===== config.mk =====
export PLATFORM = sky130hd
export DESIGN_NAME = change_dispenser_flat
export DESIGN_NICKNAME = d
export VERILOG_FILES = /design/src/rtl/change_dispenser_if.sv /design/src/rtl/change_dispenser.sv /design/src/flat_wrapper.sv
export SDC_FILE = /design/constraint.sdc
export NUM_CORES = 1
export LEC_CHECK = 0
export ABC_AREA = 1
export CORE_AREA = 5 5 68 54
export CTS_CLUSTER_SIZE = 8
export DETAILED_ROUTE_END_ITERATION = 6
export DIE_AREA = 0 0 73 59
export HOLD_SLACK_MARGIN = 0.06
export PLACE_DENSITY_LB_ADDON = 0.2
export SLEW_MARGIN = 20
export SYNTH_ARGS = -nofsm -noshare
export SYNTH_HDL_FRONTEND = slang
export SYNTH_SLANG_ARGS = --single-unit

===== constraint.sdc =====
create_clock -name clk -period 4.1 [get_ports clk]
set_input_delay 0.615 -clock clk [delete_from_list [all_inputs] [get_ports clk]]
set_output_delay 0.615 -clock clk [all_outputs]
set_load 0.01 [all_outputs]

===== src/rtl/change_dispenser_if.sv =====
// Coin-return handshake bundle: payout request, mechanism ready, coin pulses and status.
interface change_dispenser_if;
    logic       start;
    logic [7:0] amount;
    logic       coin_ready;
    logic       quarter_out;
    logic       dime_out;
    logic       nickel_out;
    logic       penny_out;
    logic       busy;
    logic       done;
    logic [7:0] remaining;
    logic [3:0] coin_count;

    modport slave (
        input  start, amount, coin_ready,
        output quarter_out, dime_out, nickel_out, penny_out,
        output busy, done, remaining, coin_count
    );

    modport master (
        output start, amount, coin_ready,
        input  quarter_out, dime_out, nickel_out, penny_out,
        input  busy, done, remaining, coin_count
    );
endinterface


===== src/rtl/change_dispenser.sv =====
// Greedy coin-return engine: pays an 8-bit cent amount as single-cycle coin pulses,
// largest coin first, paced by the mechanism ready signal and a programmable gap.
//
// state    | meaning
// IDLE     | waiting for start; remaining/coin_count hold last payout
// DISPENSE | issuing one coin per ready edge once the gap has elapsed
// DONE     | one-cycle completion pulse, returns to IDLE
module change_dispenser #(
    parameter int unsigned COIN_GAP = 1
) (
    input  logic               clk,
    input  logic               reset,
    change_dispenser_if.slave  bus
);
    typedef enum logic [1:0] {
        IDLE     = 2'd0,
        DISPENSE = 2'd1,
        DONE     = 2'd2
    } state_t;

    localparam logic [3:0] GAP_LOAD = 4'(COIN_GAP);

    state_t     state_q, state_d;
    logic [7:0] remaining_q, remaining_d;
    logic [3:0] coin_count_q, coin_count_d;
    logic [3:0] gap_cnt_q, gap_cnt_d;
    logic [3:0] coins_q, coins_d;
    logic       busy_q, busy_d;
    logic       done_q, done_d;
    logic [7:0] coin_val;

    always_ff @(posedge clk or posedge reset) begin
        if (reset) begin
            state_q      <= IDLE;
            remaining_q  <= '0;
            coin_count_q <= '0;
            gap_cnt_q    <= '0;
            coins_q      <= '0;
            busy_q       <= 1'b0;
            done_q       <= 1'b0;
        end else begin
            state_q      <= state_d;
            remaining_q  <= remaining_d;
            coin_count_q <= coin_count_d;
            gap_cnt_q    <= gap_cnt_d;
            coins_q      <= coins_d;
            busy_q       <= busy_d;
            done_q       <= done_d;
        end
    end

    always_comb begin
        state_d      = state_q;
        remaining_d  = remaining_q;
        coin_count_d = coin_count_q;
        gap_cnt_d    = gap_cnt_q;
        coins_d      = 4'b0000;
        coin_val     = 8'd0;

        case (state_q)
            IDLE: begin
                if (bus.start) begin
                    remaining_d  = bus.amount;
                    coin_count_d = 4'd0;
                    gap_cnt_d    = 4'd0;
                    state_d      = (bus.amount == 8'd0) ? DONE : DISPENSE;
                end
            end
            DISPENSE: begin
                if (bus.coin_ready && (gap_cnt_q == 4'd0)) begin
                    // coins_d bit order: quarter, dime, nickel, penny
                    if (remaining_q >= 8'd25) begin
                        coins_d  = 4'b1000;
                        coin_val = 8'd25;
                    end else if (remaining_q >= 8'd10) begin
                        coins_d  = 4'b0100;
                        coin_val = 8'd10;
                    end else if (remaining_q >= 8'd5) begin
                        coins_d  = 4'b0010;
                        coin_val = 8'd5;
                    end else begin
                        coins_d  = 4'b0001;
                        coin_val = 8'd1;
                    end
                    remaining_d  = remaining_q - coin_val;
                    coin_count_d = coin_count_q + 4'd1;
                    gap_cnt_d    = GAP_LOAD;
                    if (remaining_d == 8'd0) begin
                        state_d = DONE;
                    end
                end else if (gap_cnt_q != 4'd0) begin
                    // gap keeps draining even while the mechanism stalls
                    gap_cnt_d = gap_cnt_q - 4'd1;
                end
            end
            DONE: begin
                state_d = IDLE;
            end
            default: begin
                state_d = IDLE;
            end
        endcase

        busy_d = (state_d != IDLE);
        done_d = (state_d == DONE);
    end

    assign bus.quarter_out = coins_q[3];
    assign bus.dime_out    = coins_q[2];
    assign bus.nickel_out  = coins_q[1];
    assign bus.penny_out   = coins_q[0];
    assign bus.busy        = busy_q;
    assign bus.done        = done_q;
    assign bus.remaining   = remaining_q;
    assign bus.coin_count  = coin_count_q;
endmodule


===== src/flat_wrapper.sv =====
// flat-port wrapper written by rule: the top's interface ports become plain ports
module change_dispenser_flat 
#(
    parameter int unsigned COIN_GAP = 1
)
  (clk, reset, bus_start, bus_amount, bus_coin_ready, bus_quarter_out, bus_dime_out, bus_nickel_out, bus_penny_out, bus_busy, bus_done, bus_remaining, bus_coin_count);
  change_dispenser_if bus_i ();
  input  logic clk;
  input  logic reset;
  input wire logic [$bits(bus_i.start)-1:0] bus_start;
  input wire logic [$bits(bus_i.amount)-1:0] bus_amount;
  input wire logic [$bits(bus_i.coin_ready)-1:0] bus_coin_ready;
  output wire logic [$bits(bus_i.quarter_out)-1:0] bus_quarter_out;
  output wire logic [$bits(bus_i.dime_out)-1:0] bus_dime_out;
  output wire logic [$bits(bus_i.nickel_out)-1:0] bus_nickel_out;
  output wire logic [$bits(bus_i.penny_out)-1:0] bus_penny_out;
  output wire logic [$bits(bus_i.busy)-1:0] bus_busy;
  output wire logic [$bits(bus_i.done)-1:0] bus_done;
  output wire logic [$bits(bus_i.remaining)-1:0] bus_remaining;
  output wire logic [$bits(bus_i.coin_count)-1:0] bus_coin_count;
  assign bus_i.start = bus_start;
  assign bus_i.amount = bus_amount;
  assign bus_i.coin_ready = bus_coin_ready;
  assign bus_quarter_out = bus_i.quarter_out;
  assign bus_dime_out = bus_i.dime_out;
  assign bus_nickel_out = bus_i.nickel_out;
  assign bus_penny_out = bus_i.penny_out;
  assign bus_busy = bus_i.busy;
  assign bus_done = bus_i.done;
  assign bus_remaining = bus_i.remaining;
  assign bus_coin_count = bus_i.coin_count;
  change_dispenser #(.COIN_GAP(COIN_GAP)) u_core (.clk(clk), .reset(reset), .bus(bus_i));
endmodule

==> results of run 1 <==
-- report_power, final --
| group | switching (mW) | internal (mW) |
|---|---|---|
| Sequential | 0.0909 | 0.315 |
| Combinational | 0.560 | 0.405 |
| Clock | 0.0750 | 0.0858 |
| Total | 0.725 | 0.806 |
-- cells in the mapped netlist, drive strengths merged --
master   n
nand4    1
dfrtp   24
nand2   49
o211ai   1
xor2     1
o21ai   15
a31oi    1
and3     2
and2     1
fa       1
or2      1
xnor2    1
inv     30
buf      3
ha       7
nor4     1
nor2    27
nand3   16
o22ai    6
a21oi    9
nor3     3
-- cell families after synthesis --
kind of cell             count (synthesis)  synth area share, %
AND/OR/NAND/NOR                        101                30.19
adder cells (fa/ha/maj)                  8                6.997
flip-flops                              24                39.06
XOR/XNOR                                 2                1.139
buffers and inverters                   33                9.357
AO/OA/AOI/OAI                           32                13.26
-- metrics by stage --
step | hold WS [ps] | instances | total power [mW] | area, um^2
floorplan | 497.0 | 200 | 1.103 | 1538
global placement | 450.9 | 264 | 1.342 | 1844
detailed placement | 467.7 | 264 | 1.369 | 1844
CTS | 480.4 | 268 | 1.533 | 1899
global route | 534.9 | 268 | 1.693 | 1899
finish | 480.0 | 268 | 1.531 | 1899
-- worst max-delay path, stage by stage (launching register included) --
cell                      delay [ps]
sky130_fd_sc_hd__dfrtp_1         440
sky130_fd_sc_hd__nor2_1          130
sky130_fd_sc_hd__nand2_1         110
sky130_fd_sc_hd__nor2_1          100
sky130_fd_sc_hd__inv_1            50
sky130_fd_sc_hd__o21ai_0         480
sky130_fd_sc_hd__ha_1            260
sky130_fd_sc_hd__inv_1            70
sky130_fd_sc_hd__fa_1            420
sky130_fd_sc_hd__nand2_1         100
sky130_fd_sc_hd__nand3_1          90
sky130_fd_sc_hd__nand3_2         100
sky130_fd_sc_hd__nand2_1          60
sky130_fd_sc_hd__nand2_1          60
sky130_fd_sc_hd__nand2_1          70
sky130_fd_sc_hd__nor2_1          150
sky130_fd_sc_hd__nand2_1          70
sky130_fd_sc_hd__nand2_1          50
sky130_fd_sc_hd__nand2_1          50
-- metal layers --
metal	vias up	global-route usage [%]	routed length, um
li1	706	-	-
met1	648	24.76	1612
met2	52	31.85	1667
met3	7	4.407	274
met4	0	5.789	62
met5	-	0	0
-- final cells by class --
cell class | count | area [um^2]
multi-input cells | 143 | 793.3
fillers | 262 | 993.5
flip-flops and latches | 24 | 600.6
inverters | 30 | 112.6
well taps | 38 | 47.55
clock buffers | 4 | 55.05
repair buffers | 29 | 290.3
-- final timing paths --
check	startpoint	endpoint	slack, ps	cells past startpoint
max reg2reg	u_core.bus.remaining[6]	u_core.state_q[0]	1150	18
min in group asynchronous	reset	u_core.bus.coin_count[0]	720	2
max in group asynchronous	reset	u_core.state_q[0]	2980	2
min	u_core.bus.coin_count[3]	u_core.bus.coin_count[3]	480	1
min reg2reg	u_core.bus.coin_count[3]	u_core.bus.coin_count[3]	480	1
max	u_core.bus.remaining[6]	u_core.state_q[0]	1150	18
-- state kept, by name (all words and copies together), names as in the netlist --
register               cells
u_core.coins_q             4
u_core.bus.done            1
u_core.bus.coin_count      4
u_core.state_q             2
u_core.bus.busy            1
u_core.bus.remaining       8
u_core.gap_cnt_q           4
==> reports/summary.md, run 1 <==
Place
* 29 — Port Buffers
* 0.8626 — Final Wtd Congestion
* 1215 ps — worst setup timing slack at the placement stage
* 2899 um — placed wire-length estimate

Synthesis
* 39.06% — Seq/Total Area, Yosys
* 7.689 um^2 — Avg Synthesized Cell Area
* 1538 um^2 — summed instance area of the synthesized netlist
* 34 — post-synth cell types
* 220 — nets in the synthesized netlist
* 0 — Synth warnings
* 24 — flip-flop and latch count after synthesis
* sky130_fd_sc_hd__dfrtp_1 — leading area contributor after synthesis
* sky130_fd_sc_hd__dfrtp_1 39%, sky130_fd_sc_hd__nand2_1 11%, sky130_fd_sc_hd__inv_1 6.8% — top cells by area, synth
* 39.06% — area share of the leading cell type in the synthesized netlist
* 200 — cell count after synthesis

CTS
* 3 — Num CTS Buffers
* sky130_fd_sc_hd__clkbuf_8 — root buffer selected by CTS
* 0 — post-CTS sizing
* 0 — quantity of hold-fixing buffers added after cts
* 24 — CTS Sinks
* 80 ps — register clock-pin slew on the reported worst setup and hold paths
* 270 ps — insertion delay to the later sink of the worst-skew pair
* 1 — maximum level of the CTS H-tree
* 0 — number of buffers inserted to repair setup after CTS
* yes — CTS tree
* 2 — buffers from clock root to sink, at most

Floorplanning
* 2893 um^2 — area of the placeable core
* 17 — number of cell rows
* 53.16% — effective utilization at floorplan
* 4307 um^2 — Total Die Area
* 59 um — die outline height
* 30 — number of placed I/O pins
* 73 um — die boundary width

GRT
* 1392 — via count of the first global-routing pass
* 0 — grt ovf
* 6354 um — global-route wire length before repair
* 0 — antenna violations before repair
* 25 — maximum number of pins on one net before global-route repair
* 19.13% — aggregate global-route resource usage

STA
* 71.85% — final worst path period share
* 0 — count of final setup violators
* 339.4 MHz — upper clock frequency limit
* 1154 ps — least setup slack across all paths after layout
* 0 — max-slew violation count
* 2946 ps — minimum clock period
* 856.0 ps — slew at the pin with the worst max-slew slack
* 3.241 ps — skew final
* false — setup repair after global routing missed its margin
* 0 ps — final sum of negative setup slack
* 0 — final hold violations
* 42.58% — Max-slew headroom

Final layout
* 23.51% — layout-stage area growth over the synthesis result
* 251 — fin nets
* 0 — count of inserted antenna diode cells
* sky130_fd_sc_hd__nand2_1 — commonest non-fill, non-tap cell in the layout
* 8.261% — share of cells above drive strength 1
* 65.66% — utilization after layout
* 46 x sky130_fd_sc_hd__nand2_1, 29 x sky130_fd_sc_hd__clkdlybuf4s50_1, 27 x sky130_fd_sc_hd__inv_1, 26 x sky130_fd_sc_hd__nor2_1, 24 x sky130_fd_sc_hd__dfrtp_1 — leading cell types in the layout, fill and taps excluded

Drt
* 96 — DRC marker count from the first detailed-route iteration
* 0 — DR DRC count
* 1413 — Vias
* 3616 um — final wirelength
* 0 — final antenna-violating net count
* 4 — first-pass iteration count of the detailed router
* 5.272 — mean number of vias per cell
* 13.49 um — drt wl/cell

Hold path
* flip-flop to flip-flop — class of the worst hold path

Critical path
* 4260 ps — data required time of the worst path
* 5 — maximum fanout along the worst path
* flip-flop to flip-flop — critical path class
* 3110 ps — CP Data Arrival Time
* flip-flop — type of element launching the critical path
* flip-flop — Setup crit end kind

Pwr
* 0.3986 mV — worst vdd rail ir drop
* 806.3 nW/um^2 — power density normalized to cell area
* 0.9381 nW — leakage power figure

Job
* 0 — Max Cap Viol

Run status
* finished, final reports clean — outcome

No activity file was read; power rests on OpenSTA's default activity.
==> run 2, diff against run 1 <==
--- a/config.mk
+++ b/config.mk
@@ -6,10 +6,10 @@
 export NUM_CORES = 1
 export LEC_CHECK = 0
 export ABC_AREA = 1
-export CORE_AREA = 5 5 68 54
+export CORE_AREA = 5 5 73 59
 export CTS_CLUSTER_SIZE = 8
 export DETAILED_ROUTE_END_ITERATION = 6
-export DIE_AREA = 0 0 73 59
+export DIE_AREA = 0 0 78 64
 export HOLD_SLACK_MARGIN = 0.06
 export PLACE_DENSITY_LB_ADDON = 0.2
 export SLEW_MARGIN = 20
==> constraint.sdc (replaced) <==
create_clock -name clk -period 2.53 [get_ports clk]
set_input_delay 0.3795 -clock clk [delete_from_list [all_inputs] [get_ports clk]]
set_output_delay 0.3795 -clock clk [all_outputs]
set_load 0.01 [all_outputs]
==> run 2 against run 1 <==
  * Sequential cell count unchanged
  * Cell count up 5.2%
  * Critical path depth down 1
  * Die area up 16%
  * Largest power group unchanged
  * Via count down 0.92%
  * Setup slack worse by 1000 ps
  * Routed wire length about the same
  * Critical endpoint unchanged
  * Utilization down 7.2 points
  * Register-to-register slack worse by 1000 ps
  * Power up 83%
  * Clock skew up 3.4 ps
  * Sequential power up 54%
==> reports/summary.md, run 2 (synthesis gave the netlist of run 1 again) <==
Run status
* finished, final reports clean — outcome

Critical path
* 3 — maximum fanout along the worst path, -2
* 150 ps — setup slack, reg-to-reg, -1010 ps
* 2550 ps — CP Data Arrival Time, -560 ps
* flip-flop — Setup crit end kind
* flip-flop — type of element launching the critical path
* 2690 ps — data required time of the worst path, -1570 ps
* flip-flop to flip-flop — critical path class

Place
* 2842 um — placed wire-length estimate, -2.0%
* 0.8660 — Final Wtd Congestion, +0.39%
* 29 — Port Buffers, unchanged
* 53.52 ps — worst setup timing slack at the placement stage, -1161 ps

STA
* 0 — final hold violations, unchanged
* 0 — max-slew violation count, unchanged
* 419.3 MHz — upper clock frequency limit, +24%
* 0 — count of final setup violators, unchanged
* 145.1 ps — least setup slack across all paths after layout, -1009 ps
* 2385 ps — minimum clock period, -561.1 ps
* 448.7 ps — Hold WS, -31.29 ps
* 6.682 ps — skew final, +3.441 ps
* 94.27% — final worst path period share, +22 points
* 76.65% — Max-slew headroom, +34 points
* true — setup repair after global routing missed its margin
* 347.1 ps — slew at the pin with the worst max-slew slack, -508.9 ps

Drt
* 4.965 — mean number of vias per cell, -5.8%
* 1400 — Vias, -0.92%
* 0 — final antenna-violating net count, unchanged
* 12.82 um — drt wl/cell, -5.0%
* 3615 um — final wirelength, about the same
* 0 — DR DRC count, unchanged
* 4 — first-pass iteration count of the detailed router, unchanged
* 23 — DRC marker count from the first detailed-route iteration, -76%

Final layout
* 8 — max FFs per register, unchanged
* 0 — count of inserted antenna diode cells, unchanged
* 261 — fin nets, +4.0%
* 44 x sky130_fd_sc_hd__nand2_1, 29 x sky130_fd_sc_hd__clkdlybuf4s50_1, 27 x sky130_fd_sc_hd__inv_1, 25 x sky130_fd_sc_hd__nor2_1, 24 x sky130_fd_sc_hd__dfrtp_1 — leading cell types in the layout, fill and taps excluded
* 340 — number of fill cells, +30%
* 16.25% — share of cells above drive strength 1, +8.0 points
* sky130_fd_sc_hd__nand2_1 — commonest non-fill, non-tap cell in the layout
* 32.79% — layout-stage area growth over the synthesis result

CTS
* yes — CTS tree
* 1 — maximum level of the CTS H-tree, unchanged
* 90 ps — register clock-pin slew on the reported worst setup and hold paths, about the same
* 2 — buffers from clock root to sink, at most, unchanged
* sky130_fd_sc_hd__clkbuf_8 — root buffer selected by CTS
* 24 — CTS Sinks, unchanged
* 270 ps — insertion delay to the later sink of the worst-skew pair, about the same
* 3 — Num CTS Buffers, unchanged

Pwr
* 44.51% — net switching fraction of the power, -2.9 points
* 65.7% — share of power burned in combinational logic, +2.7 points
* 12.0% — clock network fraction of total power, +1.5 points
* 1.245 mW — switching power, +72%
* 1.005 nW — leakage power figure, +7.1%
* 1.552 mW — internal power, +93%
* 22.4% — sequential group share of total power, -4.1 points
* 1370 nW/um^2 — power density normalized to cell area, +70%
* 0.6473 mV — worst vdd rail ir drop, +62%

Hold path
* input pin to async pin — class of the worst hold path

Floorplanning
* 3495 um^2 — area of the placeable core, +21%
* 78 um — die boundary width, +6.8%
* 19 — number of cell rows, +2
* 4992 um^2 — Total Die Area, +16%
* 30 — number of placed I/O pins, unchanged
* 64 um — die outline height, +8.5%
* 44.00% — effective utilization at floorplan, -9.2 points

GRT
* 0 — antenna violations before repair, unchanged
* 14.42% — aggregate global-route resource usage, -4.7 points
* 25 — maximum number of pins on one net before global-route repair, unchanged
* 1316 — via count of the first global-routing pass, -5.5%
* 5899 um — global-route wire length before repair, -7.2%
* 0 — grt ovf, unchanged

Job
* 0 — Max Cap Viol, unchanged

run 2: changes by cell type in the layout (fill, tap and decap cells not counted), moves of 2 or more:
cell                      previous run  this run
sky130_fd_sc_hd__o21ai_1             1         3
sky130_fd_sc_hd__ha_1                7         5
sky130_fd_sc_hd__o21ai_0            13        10
sky130_fd_sc_hd__buf_4               0        10
sky130_fd_sc_hd__nand2_1            46        44
sky130_fd_sc_hd__nand2_2             1         3
run 2: power groups by stage:
stage	combinational, mW	clock [mW]	sequential [mW]
after global placement	1.64	0	0.626
after floorplan	1.11	0	0.674
after global routing	2.06	0.360	0.644
after detailed placement	1.65	0	0.628
after CTS	1.66	0.347	0.621
final	1.84	0.335	0.625
run 2: final cells by class:
type                            instances  area, um^2  area share (%)
Multi-Input combinational cell        143       839.6           41.12
Inverter                               30       112.6           5.515
Sequential cell                        24       600.6           29.41
Clock inverter                          1       30.03           1.471
Timing Repair Buffer                   39       365.4           17.89
Tap cell                               42       52.55           2.574
Clock buffer                            3       41.29           2.022
run 2: path summary, 6_finish.rpt:
path / from / endpoint / depth (start not counted)
min reg2reg: u_core.bus.coin_count[3] / u_core.bus.coin_count[3] / 1
max reg2reg: u_core.bus.remaining[0] / u_core.state_q[0] / 17
max in group asynchronous: reset / u_core.bus.remaining[4] / 3
max: u_core.bus.remaining[0] / u_core.state_q[0] / 17
min: reset / u_core.bus.coin_count[0] / 3
min in group clk: u_core.bus.coin_count[3] / u_core.bus.coin_count[3] / 1
run 2: layer usage:
metal / share of wire (%) / track usage, % / vias to the layer above
met1: 50 / 20.54 / 632
met3: 6.3 / 4.073 / 3
li1: - / - / 726
met2: 44 / 22.40 / 39
met4: 0.28 / 2.110 / 0
met5: 0 / 0 / -
run 2: per-stage QoR:
stage          util [%]  setup TNS [ps]  instances  instance area [um^2]  total power, mW
6_report          58.43               0        282                  2042            2.797
5_1_grt           58.43          -196.7        282                  2042            3.061
4_1_cts           56.46               0        279                  1973            2.625
3_5_place_dp      54.42               0        275                  1902            2.277
3_3_place_gp      54.42               0        275                  1902            2.271
2_1_floorplan         -               0        200                  1538            1.789
run 2: timing repair:
item / in CTS / in global routing
gates resized for setup: 0 / 14
endpoints found under the setup margin: 0 / 4
hold buffers: 0 / 0
buffers inserted: 0 / 3
run 2: critical path, cell delays in order (launching register included):
cell	delay, ps
sky130_fd_sc_hd__dfrtp_1	400
sky130_fd_sc_hd__nor2_1	110
sky130_fd_sc_hd__inv_1	60
sky130_fd_sc_hd__o21ai_1	130
sky130_fd_sc_hd__o21ai_1	100
sky130_fd_sc_hd__inv_1	100
sky130_fd_sc_hd__o21ai_2	70
sky130_fd_sc_hd__ha_2	180
sky130_fd_sc_hd__inv_2	70
sky130_fd_sc_hd__fa_2	440
sky130_fd_sc_hd__nor2_1	110
sky130_fd_sc_hd__nand2_1	60
sky130_fd_sc_hd__nor2_1	90
sky130_fd_sc_hd__nand3_1	90
sky130_fd_sc_hd__nor2_2	110
sky130_fd_sc_hd__nand2_1	60
sky130_fd_sc_hd__nand2_1	50
sky130_fd_sc_hd__nand2_1	50
==> run 3, diff against run 2 <==
--- a/config.mk
+++ b/config.mk
@@ -12,7 +12,7 @@
 export DIE_AREA = 0 0 78 64
 export HOLD_SLACK_MARGIN = 0.06
 export PLACE_DENSITY_LB_ADDON = 0.2
-export SLEW_MARGIN = 20
+export SLEW_MARGIN = 5
 export SYNTH_ARGS = -nofsm -noshare
 export SYNTH_HDL_FRONTEND = slang
 export SYNTH_SLANG_ARGS = --single-unit
==> results of run 3 <==
The final DEF is identical to that of run 2; final timing and power are the same.
